## config.mk

```make
export PLATFORM = sky130hd
export DESIGN_NAME = onehot_seq_decoder
export DESIGN_NICKNAME = d
export VERILOG_FILES = /design/src/rtl/onehot_seq_decoder.sv
export SDC_FILE = /design/constraint.sdc
export NUM_CORES = 1
export LEC_CHECK = 0
export ABC_AREA = 1
export BUFFER_PORTS_ARGS = -buffer_cell sky130_fd_sc_hd__buf_2
export CAP_MARGIN = 10
export CORE_MARGIN = 8
export CORE_UTILIZATION = 45
export DETAILED_ROUTE_END_ITERATION = 16
export PLACE_DENSITY_LB_ADDON = 0.12
export SLEW_MARGIN = 20
export SYNTH_ARGS = -nofsm -noshare
export SYNTH_HDL_FRONTEND = slang
export SYNTH_SLANG_ARGS = --single-unit
```

## constraint.sdc

```tcl
create_clock -name clk -period 1.2 [get_ports clk]
set_clock_uncertainty 0.1 [all_clocks]
set_input_delay 0.12 -clock clk [delete_from_list [all_inputs] [get_ports clk]]
set_output_delay 0.12 -clock clk [all_outputs]
set_load 0.02 [all_outputs]
```

## src/rtl/onehot_seq_decoder.sv

```systemverilog
// rtl/onehot_seq_decoder.sv - registered SEL_W-to-2^SEL_W one-hot decoder with valid/ready and sweep mode
// Optional sweep mode is built in when DECODER_SWEEP_EN is defined.
module onehot_seq_decoder #(
  parameter int SEL_W = 3
) (
  input  logic               clk,
  input  logic               rst,
  input  logic               in_valid,
  output logic               in_ready,
  input  logic [SEL_W-1:0]   in_sel,
  input  logic               in_mode,
  input  logic [SEL_W-1:0]   in_last_sel,
  output logic               out_valid,
  input  logic               out_ready,
  output logic [(1<<SEL_W)-1:0] out_onehot,
  output logic [SEL_W-1:0]   out_index,
  output logic               busy
);

  localparam int OUT_W = 1 << SEL_W;

  localparam logic [1:0] ST_IDLE  = 2'd0;
  localparam logic [1:0] ST_HOLD  = 2'd1;
`ifdef DECODER_SWEEP_EN
  localparam logic [1:0] ST_SWEEP = 2'd2;
`endif

  logic [1:0]       state;
  logic [1:0]       accept_state;
  logic [SEL_W-1:0] index_q;
  logic [OUT_W-1:0] onehot_q;
  logic [OUT_W-1:0] decoded;
  logic             accept;
  logic             beat_done;
  logic             sweep_step;

  assign out_valid  = (state != ST_IDLE);
  assign out_index  = index_q;
  assign out_onehot = onehot_q;
  assign beat_done  = out_valid && out_ready;
  assign accept     = in_valid && in_ready;
  assign decoded    = OUT_W'(1) << in_sel;

`ifdef DECODER_SWEEP_EN
  logic [SEL_W-1:0] last_q;

  assign in_ready     = (state != ST_SWEEP) && (!out_valid || out_ready);
  assign accept_state = in_mode ? ST_SWEEP : ST_HOLD;
  assign sweep_step   = (state == ST_SWEEP) && (index_q != last_q);
  assign busy         = (state == ST_SWEEP);

  always_ff @(posedge clk) begin
    if (rst) begin
      last_q <= '0;
    end else if (accept) begin
      last_q <= in_last_sel;
    end
  end
`else
  logic unused_sweep_inputs;

  assign in_ready            = !out_valid || out_ready;
  assign accept_state        = ST_HOLD;
  assign sweep_step          = 1'b0;
  assign busy                = 1'b0;
  assign unused_sweep_inputs = ^{in_mode, in_last_sel};
`endif

  // A new accept wins over retiring the current beat, so back-to-back beats have no bubble.
  always_ff @(posedge clk) begin
    if (rst) begin
      state    <= ST_IDLE;
      index_q  <= '0;
      onehot_q <= '0;
    end else if (accept) begin
      state    <= accept_state;
      index_q  <= in_sel;
      onehot_q <= decoded;
    end else if (beat_done) begin
      if (sweep_step) begin
        index_q  <= index_q + SEL_W'(1);
        onehot_q <= {onehot_q[OUT_W-2:0], onehot_q[OUT_W-1]};
      end else begin
        state    <= ST_IDLE;
        index_q  <= '0;
        onehot_q <= '0;
      end
    end
  end

endmodule

```

==> impl_metrics.prom <==
# TYPE chip_impl_metric gauge
chip_impl_info{name="run_status",value="complete, no violations"} 1
chip_impl_metric{name="async_flop_share",unit=""} 0
chip_impl_metric{name="h-tree-depth",unit=""} 1
chip_impl_info{name="critical_path.startpoint_type",value="flop"} 1
chip_impl_info{name="worst_hold_path_type",value="input port to flop"} 1
chip_impl_metric{name="clkSinkCount",unit=""} 12
chip_impl_metric{name="worst_setup_hold_path_clk_slew",unit="ns"} 0.07
chip_impl_metric{name="synth.avg_cell_area",unit="µm²"} 8.55
chip_impl_metric{name="syn-instance-count",unit=""} 73
chip_impl_metric{name="grt_pass1_vias",unit=""} 539
chip_impl_metric{name="pin_count_of_the_biggest_net_entering_global_routing",unit=""} 13
chip_impl_metric{name="synth-warning-count",unit=""} 0
chip_impl_metric{name="cts_inserted_buffers",unit=""} 3
chip_impl_info{name="cts_tree",value="done"} 1
chip_impl_metric{name="drt_wl_total",unit="mm"} 1.37
chip_impl_metric{name="die_height",unit="µm"} 53.3
chip_impl_metric{name="sequential_area_share_after_synthesis",unit=""} 0.385
chip_impl_metric{name="timing.setup.tns",unit="ns"} 0
chip_impl_info{name="combinational_family_with_the_most_area_after_synthesis",value="simple AND/OR/NAND/NOR gates"} 1
chip_impl_metric{name="timing.critical_path.arrival",unit="ns"} 0.91
chip_impl_metric{name="synth-simple-area-share",unit=""} 0.335
chip_impl_metric{name="cellPowerDensity",unit="nW/µm²"} 1100
chip_impl_metric{name="final_min_period_over_clock_period",unit=""} 0.938
chip_impl_metric{name="drive_gt1_frac",unit=""} 0.505
chip_impl_metric{name="synthesis.area",unit="µm²"} 624
chip_impl_metric{name="timing.final.setup_violations",unit=""} 0
chip_impl_metric{name="initial_utilization",unit=""} 0.480
chip_impl_info{name="end_kind",value="output pin"} 1
chip_impl_metric{name="grt_pass1_wl",unit="mm"} 2.30
chip_impl_metric{name="yosys_register_bits",unit=""} 12
chip_impl_metric{name="min_delay_path_depth",unit=""} 3
chip_impl_metric{name="cp_num_buf_inv",unit=""} 1
chip_impl_metric{name="antenna_found_initial",unit=""} 0
chip_impl_metric{name="synthToLayoutAreaGrowth",unit="%"} 17.4
chip_impl_info{name="cpLargestDelayFamily",value="flip-flops"} 1
chip_impl_metric{name="fmax",unit="MHz"} 889
chip_impl_metric{name="place.detailed.hpwl",unit="mm"} 1.03
chip_impl_metric{name="routedWlPerCell",unit="µm"} 12.7
chip_impl_metric{name="synth_compound_area_frac",unit=""} 0.164
chip_impl_metric{name="place.gp.congestion",unit=""} 0.702
chip_impl_info{name="launch_instance_of_the_worst_min_delay_path",value="in_sel[1]"} 1
chip_impl_metric{name="finalHoldViolCount",unit=""} 0
chip_impl_metric{name="cts.hold.buffers_added",unit=""} 0
chip_impl_metric{name="setup.reg_to_reg.worst_slack",unit="ns"} 0.10
chip_impl_info{name="cp_slowest_cell",value="dfxtp_2"} 1
chip_impl_metric{name="placeableCoreArea",unit="µm²"} 1300
chip_impl_metric{name="route.detailed.vias_per_inst",unit=""} 5.00
chip_impl_metric{name="grt.total_usage",unit=""} 0.108
chip_impl_metric{name="synthXorXnorAreaFrac",unit=""} 0
chip_impl_metric{name="placement_rows",unit=""} 13
chip_impl_metric{name="n_antenna_cell",unit=""} 0
chip_impl_metric{name="ff2ff_path_depth",unit=""} 4
chip_impl_metric{name="final_period_minus_worst_setup_slack",unit="ns"} 1.13
chip_impl_info{name="hold_path_end",value="out_index[1]$_SDFFE_PP0P_"} 1
chip_impl_metric{name="post_synth_num_cell_types",unit=""} 16
chip_impl_metric{name="synth_fp_nets",unit=""} 84
chip_impl_metric{name="timing.final.max_slew_violations",unit=""} 0
chip_impl_metric{name="vias",unit=""} 540
chip_impl_metric{name="dieArea",unit="µm²"} 2840
chip_impl_metric{name="initial_drc_count",unit=""} 2
chip_impl_metric{name="fillerInstances",unit=""} 150
chip_impl_metric{name="synth.area.mux_share",unit=""} 0
chip_impl_metric{name="worstPathRequired",unit="ns"} 0.98
chip_impl_info{name="cp_cell_sequence",value="nand2_2, buf_2"} 1
chip_impl_info{name="reg2reg_to",value="out_onehot[6]$_SDFFE_PP0P_"} 1
chip_impl_metric{name="drc",unit=""} 0
chip_impl_metric{name="clock_tree.buffer_depth",unit=""} 2
chip_impl_info{name="rsz0062_at_grt",value="false"} 1
chip_impl_metric{name="static_leakage",unit="nW"} 0.315
chip_impl_metric{name="pin_count",unit=""} 25
chip_impl_info{name="most_used_flip_flop_cell_after_synthesis",value="dfxtp_1"} 1
chip_impl_metric{name="residual_antenna_violating_net_count_after_detailed_routing",unit=""} 0
chip_impl_info{name="clockRootBuffer",value="clkbuf_4"} 1
chip_impl_metric{name="synth_edf_count",unit=""} 0
chip_impl_metric{name="final_cell_count_no_fill",unit=""} 108
chip_impl_metric{name="io_buffer_count",unit=""} 19
chip_impl_info{name="timing.rr.start",value="state[0]$_SDFFE_PP0P_"} 1
chip_impl_metric{name="yosys.area_share.adder",unit=""} 0
chip_impl_metric{name="slowest_delay",unit="ns"} 0.37
chip_impl_metric{name="critical_path.max_fanout",unit=""} 5
chip_impl_metric{name="hold_ws",unit="ns"} 0.0545
chip_impl_metric{name="die-width",unit="µm"} 53.3
chip_impl_metric{name="dr.pass1.iters",unit=""} 4
chip_impl_metric{name="grt_overflow",unit=""} 0
chip_impl_metric{name="clkLatencyLatePin",unit="ns"} 0.26
chip_impl_metric{name="num-nets-final",unit=""} 106
chip_impl_metric{name="pnr_total_power",unit="mW"} 0.810
chip_impl_metric{name="timing.max_cap.violations",unit=""} 0
chip_impl_metric{name="power.ir.vdd_worst",unit="mV"} 0.507
chip_impl_metric{name="placed_cells_incl_taps",unit=""} 105
chip_impl_info{name="setup.worst_path.class",value="flop to output pin"} 1
## metrics by stage
| stage | util | worst slack (ns) | area, µm² |
|---|---|---|---|
| floorplan | - | -0.00361 | 627 |
| global placement | 0.545 | 0.0934 | 709 |
| detailed placement | 0.545 | 0.0634 | 709 |
| CTS | 0.563 | 0.00246 | 732 |
| global route | 0.563 | 0.0244 | 733 |
| finish | 0.563 | 0.0748 | 733 |
## sequential cells by signal, indices dropped and copies added (netlist names)
name,flops
state,1
out_onehot,8
out_index,3
## worst max path at each step
stage                           from                         end  slack, ns  cells after the start
6_report       state[0]$_SDFFE_PP0P_                    in_ready       0.07                      2
5_1_grt        state[0]$_SDFFE_PP0P_  out_onehot[0]$_SDFFE_PP0P_       0.02                      4
3_3_place_gp   state[0]$_SDFFE_PP0P_  out_onehot[1]$_SDFFE_PP0P_       0.09                      4
3_5_place_dp   state[0]$_SDFFE_PP0P_  out_onehot[1]$_SDFFE_PP0P_       0.06                      4
2_1_floorplan  state[0]$_SDFFE_PP0P_  out_onehot[0]$_SDFFE_PP0P_     -0.004                      4
4_1_cts        state[0]$_SDFFE_PP0P_                    in_ready      0.002                      2
## what timing repair did
item,CTS,global route
endpoints found under the setup margin,0,8
buffers inserted,0,0
gates resized for setup,0,1
## cells by family after synthesis
family,count (synthesis)
compound gates,13
buf+inv,10
flops,12
other cells,1
simple gates,37
## worst register-to-register path: cells and delay by family (launching register included)
kind                   cells  cell delay, ns
AOI/OAI and AO/OA          2            0.34
buffers and inverters      1            0.14
DFF                        1            0.35
and+or+nand+nor            1            0.10
## per-layer routing
metal,global-route usage,up-vias,share of wire
met5,0,-,0
met4,0.0630,0,0.0073
met3,0.0308,2,0.064
met2,0.176,12,0.49
met1,0.121,249,0.43
li1,-,277,-
## cells in the final DEF (no fill, tap or decap)
cell and n:
buf_2 19, nand2_1 13, dfxtp_1 11, nand3_2 10, nor2_1 8, a21oi_2 7, a21oi_1 5, inv_1 4
nand3_1 4, clkbuf_4 3, nand2_2 2, inv_2 2, buf_4 2, a21oi_4 1, conb_1 1, dfxtp_2 1
## where the power goes
part	total [mW]	internal [mW]	switching, mW
combinational	0.146	0.0469	0.0992
sequential	0.423	0.413	0.0101
clock	0.240	0.116	0.125
total	0.810	0.576	0.234
## synthesized netlist by cell type (2+ instances only)
cell type  count  share of area
nand3_2       10           0.16
inv_2          2          0.012
a21oi_2        7          0.098
inv_1          4          0.024
nor2_1         8          0.048
dfxtp_1       12           0.38
a21oi_1        5          0.040
nand2_1       14          0.084
nand3_1        4          0.032
## final cells by class
class / instances / area (µm²) / share of cell area
inverters: 6 / 22.5 / 0.0307
clock buffers: 3 / 22.5 / 0.0307
flip-flops and latches: 12 / 241 / 0.329
repair buffers: 21 / 110 / 0.150
well taps: 15 / 18.8 / 0.0256
multi-input cells: 51 / 318 / 0.433
Power figures use the tool's default switching activity.
